`src/rtl/gb_mmio_pkg.sv`:
```
// Shared constants and types for the interrupt/timer MMIO block.
package gb_mmio_pkg;

    localparam logic [15:0] ADDR_DIV  = 16'hFF04;
    localparam logic [15:0] ADDR_TIMA = 16'hFF05;
    localparam logic [15:0] ADDR_TMA  = 16'hFF06;
    localparam logic [15:0] ADDR_TAC  = 16'hFF07;
    localparam logic [15:0] ADDR_IF   = 16'hFF0F;
    localparam logic [15:0] ADDR_IE   = 16'hFFFF;

    localparam int INT_VBLANK = 0;
    localparam int INT_STAT   = 1;
    localparam int INT_TIMER  = 2;
    localparam int INT_SERIAL = 3;
    localparam int INT_JOYPAD = 4;

    typedef enum logic {
        TIMER_IDLE,
        TIMER_OVF
    } timer_state_t;

endpackage

```
`src/rtl/gb_timer.sv`:
```
// Divider, TIMA/TMA/TAC and the delayed-reload overflow FSM.
module gb_timer
    import gb_mmio_pkg::*;
#(
    parameter int DIV_W = 14
) (
    input  logic       clk,
    input  logic       reset,
    input  logic [7:0] wdata,
    input  logic       wr_div,
    input  logic       wr_tima,
    input  logic       wr_tma,
    input  logic       wr_tac,
    output logic [7:0] div_val,
    output logic [7:0] tima_val,
    output logic [7:0] tma_val,
    output logic [2:0] tac_val,
    output logic       timer_irq
);

    logic [DIV_W-1:0] divider;
    logic [7:0]       tima, tima_next, tma;
    logic [2:0]       tac;
    logic             div_bit, sig, sig_q, inc;
    timer_state_t     state, state_next;

    always_comb begin
        case (tac[1:0])
            2'b00:   div_bit = divider[7];
            2'b01:   div_bit = divider[1];
            2'b10:   div_bit = divider[3];
            default: div_bit = divider[5];
        endcase
    end

    // Falling edge of the gated tap; DIV resets and TAC changes can trigger it too.
    assign sig = tac[2] & div_bit;
    assign inc = sig_q & ~sig;

    always_comb begin
        state_next = state;
        tima_next  = tima;
        timer_irq  = 1'b0;
        case (state)
            TIMER_IDLE: begin
                if (wr_tima) begin
                    tima_next = wdata;
                end else if (inc) begin
                    if (tima == 8'hFF) begin
                        tima_next  = 8'h00;
                        state_next = TIMER_OVF;
                    end else begin
                        tima_next = tima + 8'd1;
                    end
                end
            end
            TIMER_OVF: begin
                state_next = TIMER_IDLE;
                if (wr_tima) begin
                    tima_next = wdata;
                end else begin
                    tima_next = wr_tma ? wdata : tma;
                    timer_irq = 1'b1;
                end
            end
            default: state_next = TIMER_IDLE;
        endcase
    end

    always_ff @(posedge clk) begin
        if (reset) begin
            divider <= '0;
            sig_q   <= 1'b0;
            state   <= TIMER_IDLE;
            tima    <= 8'h00;
            tma     <= 8'h00;
            tac     <= 3'b000;
        end else begin
            divider <= wr_div ? '0 : divider + {{(DIV_W-1){1'b0}}, 1'b1};
            sig_q   <= sig;
            state   <= state_next;
            tima    <= tima_next;
            if (wr_tma) tma <= wdata;
            if (wr_tac) tac <= wdata[2:0];
        end
    end

    assign div_val  = divider[DIV_W-1 -: 8];
    assign tima_val = tima;
    assign tma_val  = tma;
    assign tac_val  = tac;

endmodule

```
`src/rtl/gb_interrupt_timer.sv`:
```
// CPU-facing interrupt/timer registers: decode, IF/IE and acknowledge handling.
module gb_interrupt_timer
    import gb_mmio_pkg::*;
#(
    parameter int DIV_W = 14
) (
    input  logic        clk,
    input  logic        reset,
    input  logic [15:0] addr_i,
    input  logic [7:0]  data_i,
    input  logic        wren_i,
    output logic [7:0]  data_o,
    output logic        hit_o,
    input  logic [4:0]  irq_req_i,
    input  logic        clear_interrupt_flag,
    output logic [7:0]  reg_IF,
    output logic [7:0]  reg_IE
);

    logic       sel_div, sel_tima, sel_tma, sel_tac, sel_if, sel_ie;
    logic [7:0] div_val, tima_val, tma_val;
    logic [2:0] tac_val;
    logic       timer_irq;
    logic [4:0] if_q, if_ack, if_next, req;
    logic [7:0] ie_q;
    logic       unused_irq_bit2;

    assign sel_div  = (addr_i == ADDR_DIV);
    assign sel_tima = (addr_i == ADDR_TIMA);
    assign sel_tma  = (addr_i == ADDR_TMA);
    assign sel_tac  = (addr_i == ADDR_TAC);
    assign sel_if   = (addr_i == ADDR_IF);
    assign sel_ie   = (addr_i == ADDR_IE);
    assign hit_o    = sel_div | sel_tima | sel_tma | sel_tac | sel_if | sel_ie;

    gb_timer #(.DIV_W(DIV_W)) u_timer (
        .clk       (clk),
        .reset     (reset),
        .wdata     (data_i),
        .wr_div    (wren_i & sel_div),
        .wr_tima   (wren_i & sel_tima),
        .wr_tma    (wren_i & sel_tma),
        .wr_tac    (wren_i & sel_tac),
        .div_val   (div_val),
        .tima_val  (tima_val),
        .tma_val   (tma_val),
        .tac_val   (tac_val),
        .timer_irq (timer_irq)
    );

    // Request slot 2 belongs to the timer; the peripheral input there is ignored.
    assign unused_irq_bit2 = irq_req_i[INT_TIMER];

    always_comb begin
        req             = 5'b0;
        req[INT_VBLANK] = irq_req_i[INT_VBLANK];
        req[INT_STAT]   = irq_req_i[INT_STAT];
        req[INT_TIMER]  = timer_irq;
        req[INT_SERIAL] = irq_req_i[INT_SERIAL];
        req[INT_JOYPAD] = irq_req_i[INT_JOYPAD];
    end

    // Ack clears the lowest set bit, a write overrides that, new requests always land.
    always_comb begin
        if_ack  = clear_interrupt_flag ? (if_q & (if_q - 5'd1)) : if_q;
        if_next = ((wren_i & sel_if) ? data_i[4:0] : if_ack) | req;
    end

    always_ff @(posedge clk) begin
        if (reset) begin
            if_q <= 5'b0;
            ie_q <= 8'h00;
        end else begin
            if_q <= if_next;
            if (wren_i & sel_ie) ie_q <= data_i;
        end
    end

    always_comb begin
        data_o = 8'hFF;
        case (1'b1)
            sel_div:  data_o = div_val;
            sel_tima: data_o = tima_val;
            sel_tma:  data_o = tma_val;
            sel_tac:  data_o = {5'b11111, tac_val};
            sel_if:   data_o = {3'b111, if_q};
            sel_ie:   data_o = ie_q;
            default:  data_o = 8'hFF;
        endcase
    end

    assign reg_IF = {3'b000, if_q};
    assign reg_IE = ie_q;

endmodule
```
`config.mk`:
```
export PLATFORM = sky130hd
export DESIGN_NAME = gb_interrupt_timer
export DESIGN_NICKNAME = d
export VERILOG_FILES = /design/src/rtl/gb_mmio_pkg.sv /design/src/rtl/gb_timer.sv /design/src/rtl/gb_interrupt_timer.sv
export SDC_FILE = /design/constraint.sdc
export NUM_CORES = 1
export LEC_CHECK = 0
export BUFFER_PORTS_ARGS = -buffer_cell sky130_fd_sc_hd__buf_2
export CAP_MARGIN = 5
export CORE_MARGIN = 2
export CORE_UTILIZATION = 54
export DETAILED_ROUTE_END_ITERATION = 8
export PLACE_DENSITY_LB_ADDON = 0.05
export SLEW_MARGIN = 20
export SYNTH_ARGS = -nofsm -noshare
export SYNTH_HDL_FRONTEND = slang
export SYNTH_SLANG_ARGS = --single-unit
export TNS_END_PERCENT = 10
```
`constraint.sdc`:
```
create_clock -name clk -period 3 [get_ports clk]
set_input_delay 0.45 -clock clk [delete_from_list [all_inputs] [get_ports clk]]
set_output_delay 0.45 -clock clk [all_outputs]
set_load 0.05 [all_outputs]
```
==> impl_metrics.toml, run 1 <==
[timing]
fin_crit_sh_pct = 95.70
worstMarginPinSlew_ns = 0.6448
setup_viol = 0
fin_skew_ns = 0.006863
fin_crit_ns = 2.871
slew_violations = 0
maxSlewHeadroom_pct = 56.62
finalHoldViolations = 0
whs_ns = 0.3557
rsz0062_at_grt = "no"
fmax_ghz = 0.3483
setup-tns-final_ns = 0

[clock_tree]
clk_pin_slew_ns = 0.09
cts-root-buf = "clkbuf_8"
clock-sinks = 48
cts_tree = "done"
cts_setup_buffers = 0
max-clock-path-buffers = 2
clock_latency_ns = 0.31
ctsHtreeMaxLevel = 2
cts_buffers = 5
cts_resized = 0
cts.hold.buffers_added = 0

[placement]
io_buffers = 53
place_inst = 433
gp_congestion = 0.9094
placed_cell_area_um2 = 3015
hpwl_um = 5436

[worst_setup_path]
cp_cell_sequence = "buf_2 -> or4_4 -> or3_1 -> or2_1 -> buf_4 -> nor2_1 -> a21oi_1 -> buf_2"
critPathSlowestCell = "or4_4"
crit_arrival_ns = 2.42
criticalPathCategory = "input port to primary output"
worstPathRequired_ns = 2.55
slowest_delay_ns = 0.57
critical_path_buf_inv_count = 3
cpLargestDelayFamily = "simple AND/OR/NAND/NOR gates"
critPathMaxFanout = 7
critPathCaptureType = "primary output"
crit_path_start_kind = "input port"
crit_top_cell = "buf_2"

[floorplanning]
core-area_um2 = 4755
ios = 58
rows = 25
start_util_pct = 56.26
die_h_um = 74.39
die-area_um2 = 5533
die_x_um = 74.39

[cells_and_area]
final_area_um2 = 3137
layout_commonest_cell = "buf_2"
synthToLayoutAreaGrowth_pct = 17.26
n_antenna_cell = 0
final_core_util_pct = 65.97
drive_above_1_share_pct = 23.80
fin_nets = 408
nFillCells = 442
final_cell_mix = "53 x buf_2, 48 x dfxtp_1, 47 x nor2_1, 24 x a21oi_1, 23 x mux2i_1"
fin_cells = 441

[synthesis]
synth_warnings = 0
post_synth_num_cell_types = 56
synth_area_leaders = "dfxtp_1 36%, mux2i_1 8.6%, nor2_1 6.6%"
synth-seq-cells = 48
synth_ff_type = "dfxtp_1"
netlist_area_um2 = 2675
syn_inst = 320
ys_seq_area_share_pct = 35.92
async_flop_share_pct = 0
synth_edf_count = 0
synth.largest_area_cell = "dfxtp_1"
synth.top_cell.area_share_pct = 35.92
syn_avg_cell_area_um2 = 8.360

[run]
drv_cap = 0

[global_routing]
grtUsageTotal_pct = 28.10
antenna_found_initial = 0
grt_pass1_wl_um = 11810
grt_overflow = 0
grt_pass1_vias = 2376
grt_max_degree = 33

[drt]
drc = 0
vias = 2635
first_iter_violations = 191
ant_nets = 0
wl_um = 7367
wire_per_inst_um = 16.71
post_drt_via_cell_ratio = 5.975
dr.pass1.iters = 5

[pwr]
peakVddDrop_mv = 0.2966
p_per_area_nw_per_um2 = 403.7
leakagePower_nw = 1.311

[min_path]
min_path_type = "input port to register"

[run_status]
outcome = "finished, final reports clean"
state kept, by name, summed over array words and instances (netlist names):
signal            count
u_timer.divider      14
reg_IE                8
u_timer.tima_val      8
u_timer.tma_val       8
if_q                  5
u_timer.tac_val       3
u_timer.sig_q         1
u_timer.state         1
area by class of cell:
cell class | instances | area [µm²] | share of cell area [%]
repair buffers | 62 | 332.8 | 10.61
clock inverters | 2 | 38.79 | 1.237
inverters | 9 | 33.78 | 1.077
multi-input cells | 247 | 1604 | 51.14
clock buffers | 6 | 82.58 | 2.633
flip-flops and latches | 48 | 960.9 | 30.63
well taps | 67 | 83.83 | 2.673
power by group:
part | switching, mW | internal (mW)
clock network | 0.226 | 0.273
logic | 0.0773 | 0.0378
registers | 0.00825 | 0.644
total | 0.312 | 0.954
cells by family (layout without fill, tap and decap cells):
family / count (synthesis) / after routing / share of synthesized area (%)
AO/OA/AOI/OAI: 77 / 77 / 19.74
other: 1 / 3 / 0.1402
adder cells (fa/ha/maj): 2 / 2 / 0.9353
buffers and inverters: 27 / 79 / 4.958
flip-flops: 48 / 48 / 35.92
XOR/XNOR: 9 / 9 / 2.947
multiplexers: 27 / 27 / 11.55
AND/OR/NAND/NOR: 129 / 129 / 23.81
stage by stage:
| step | worst slack (ns) | total power, mW |
|---|---|---|
| floorplan | -0.04267 | 0.7387 |
| global placement | 0.1631 | 0.7803 |
| detailed placement | 0.1405 | 0.7813 |
| CTS | 0.1365 | 1.269 |
| global route | 0.007386 | 1.313 |
| finish | 0.1289 | 1.266 |
cells in the mapped netlist, types with 3 or more instances:
| master | instances |
|---|---|
| and3_1 | 5 |
| nor3_1 | 11 |
| a221oi_1 | 3 |
| o31ai_1 | 5 |
| or2_2 | 3 |
| mux4_2 | 3 |
| buf_2 | 4 |
| nor4_1 | 3 |
| nor2_1 | 47 |
| nand2_1 | 22 |
| xor2_1 | 8 |
| a21oi_1 | 24 |
| nor2b_1 | 3 |
| a22oi_1 | 3 |
| o22ai_1 | 5 |
| or3_1 | 5 |
| nand3_1 | 6 |
| nand4_1 | 10 |
| inv_1 | 9 |
| mux2i_1 | 23 |
| dfxtp_1 | 48 |
| buf_4 | 3 |
| o21ai_0 | 13 |
| a211oi_1 | 4 |
| clkbuf_1 | 7 |
| nand2b_1 | 4 |
final timing paths:
path / startpoint / endpoint / slack (ns) / cells past startpoint
worst max-delay path: addr_i[4] / data_o[6] / 0.13 / 8
worst min register to register: u_timer.divider[0] / u_timer.divider[0] / 0.49 / 1
worst max register to register: u_timer.tac_val[1] / u_timer.tima_val[3] / 0.66 / 5
worst min-delay path: irq_req_i[4] / if_q[4] / 0.36 / 3
routing by layer:
layer / global-route usage (%) / wire, µm / vias up
met1: 38.82 / 3172 / 1221
li1: - / - / 1283
met2: 44.25 / 3414 / 118
met4: 9.722 / 125 / 0
met5: 0 / 0 / -
met3: 5.285 / 655 / 13
worst register-to-register path: cells and delay by family (launching register included):
kind | cells | cell delay, ns
mux | 1 | 0.57
flops | 1 | 0.40
compound gates | 4 | 1.24
(Power assumes the default switching activity.)
==> run 2, diff against run 1 <==
- PLACE_DENSITY: unset -> 0.86
- PLACE_DENSITY_LB_ADDON: 0.05 -> unset
==> run 2 against run 1 <==
Net effect: worst hold slack gained 0.0019 ns; sequential power barely moved; global-route usage decreased by 0.90 points; non-clock buffer count up 1; register-to-register slack better by 0.23 ns; die area unchanged; design area fell by 0.52%; final cell count is 0.23% higher; critical path depth down 1; setup slack lost 0.025 ns; first-iteration DRC count grew 57%.
==> impl_metrics.toml, run 2 (same netlist as run 1, synthesis figures left out) <==
[floorplanning]
die_h_um = 74.39
die-area_um2 = 5533
start_util_pct = 56.26
core-area_um2 = 4755
die_x_um = 74.39
ios = 58
rows = 25

[global_routing]
grt_overflow = 0
grt_pass1_wl_um = 11450
antenna_found_initial = 0
grt_max_degree = 33
grt_pass1_vias = 2344
grtUsageTotal_pct = 27.20

[drt]
first_iter_violations = 299
ant_nets = 0
post_drt_via_cell_ratio = 6.104
drc = 0
dr.pass1.iters = 5
vias = 2698
wire_per_inst_um = 16.68
wl_um = 7373

[placement]
hpwl_um = 5434
placed_cell_area_um2 = 3023
gp_congestion = 0.9444
io_buffers = 53

[cells_and_area]
nFillCells = 417
final_core_util_pct = 65.63
final_cell_mix = "53 x buf_2, 48 x dfxtp_1, 47 x nor2_1, 24 x a21oi_1, 23 x mux2i_1"
multi_input_area_um2 = 1604
regMostFlops = "u_timer.divider"
final_area_um2 = 3120
fin_nets = 409
n_antenna_cell = 0
layout_commonest_cell = "buf_2"
drive_above_1_share_pct = 24.27
synthToLayoutAreaGrowth_pct = 16.65
largest_register_ffs = 14
register_area_um2 = 960.9

[timing]
slew_violations = 0
whs_ns = 0.3576
fin_crit_ns = 2.896
setup-tns-final_ns = 0
finalHoldViolations = 0
maxSlewHeadroom_pct = 50.48
fmax_ghz = 0.3453
rsz0062_at_grt = "no"
worstMarginPinSlew_ns = 0.7360
fin_skew_ns = 0.005122
fin_crit_sh_pct = 96.53
setup_viol = 0

[worst_setup_path]
critPathCaptureType = "primary output"
critical_path_buf_inv_count = 2
cp_cell_sequence = "buf_2 -> or4_4 -> or3_1 -> or2_2 -> o32ai_1 -> a21oi_1 -> buf_2"
cpLargestDelayFamily = "simple AND/OR/NAND/NOR gates"
crit_top_cell = "buf_2"
crit_path_start_kind = "input port"
crit_arrival_ns = 2.45
slowest_delay_ns = 0.53
worstPathRequired_ns = 2.55
critPathMaxFanout = 10
reg2reg_from = "u_timer.tac_val[1]"
ff2ff_path_depth = 5
rrSetupSlack_ns = 0.89
criticalPathCategory = "input port to primary output"
critPathSlowestCell = "or4_4"
r2r_end = "u_timer.tima_val[3]"

[clock_tree]
cts_buffers = 5
cts_setup_buffers = 0
ctsHtreeMaxLevel = 2
clk_pin_slew_ns = 0.09
clock_latency_ns = 0.31
clock-sinks = 48
max-clock-path-buffers = 2
cts-root-buf = "clkbuf_8"
cts.hold.buffers_added = 0
cts_tree = "done"
cts_resized = 0

[min_path]
worstHoldPathCells = 3
min_path_type = "input port to register"
holdPathEnd = "if_q[3]"
hp-start = "irq_req_i[3]"

[run_status]
outcome = "finished, final reports clean"

[pwr]
leakagePower_nw = 1.299
p_per_area_nw_per_um2 = 378.2
power.total_mw = 1.180
peakVddDrop_mv = 0.3510

[run]
drv_cap = 0
-- run 2: power by group --
part | leakage [nW] | internal [mW] | switching, mW | total, mW
combinational | 0.867 | 0.0383 | 0.0781 | 0.116
sequential | 0.388 | 0.644 | 0.00845 | 0.652
clock | 0.0434 | 0.187 | 0.225 | 0.412
-- run 2: layout make-up --
cell class	count	area share (%)
clock buffer	6	2.646
inverter	9	1.083
timing repair buffer	63	10.91
sequential	48	30.79
clock inverter	2	0.4812
multi-input combinational	247	51.40
tap	67	2.686
-- run 2: through the flow --
stage,std cells,worst slack [ns]
6_report,442,0.1040
5_1_grt,442,0.003907
4_1_cts,442,0.09812
3_5_place_dp,434,0.1044
3_3_place_gp,434,0.1127
2_1_floorplan,322,-0.04267
-- run 2: per-layer routing --
metal  GRT usage [%]  part of all wire (%)
met5               0                     0
met4           11.11                   2.3
met1           37.21                    44
met2           42.38                    46
met3           5.014                   8.0
-- run 2: worst max path at each step --
| stage | startpoint | end | slack (ns) | cells past startpoint |
|---|---|---|---|---|
| finish | addr_i[4] | data_o[6] | 0.10 | 7 |
| global route | addr_i[4] | data_o[6] | 0.004 | 7 |
| CTS | addr_i[4] | data_o[6] | 0.1 | 7 |
| detailed placement | addr_i[4] | data_o[6] | 0.10 | 7 |
| global placement | addr_i[4] | data_o[3] | 0.11 | 6 |
| floorplan | addr_i[4] | data_o[5] | -0.04 | 6 |
-- run 2: worst min-delay path, delay by kind of cell --
kind            cells  cell delay (ns)
buf+inv             1             0.07
simple gates        1             0.07
compound gates      1             0.04
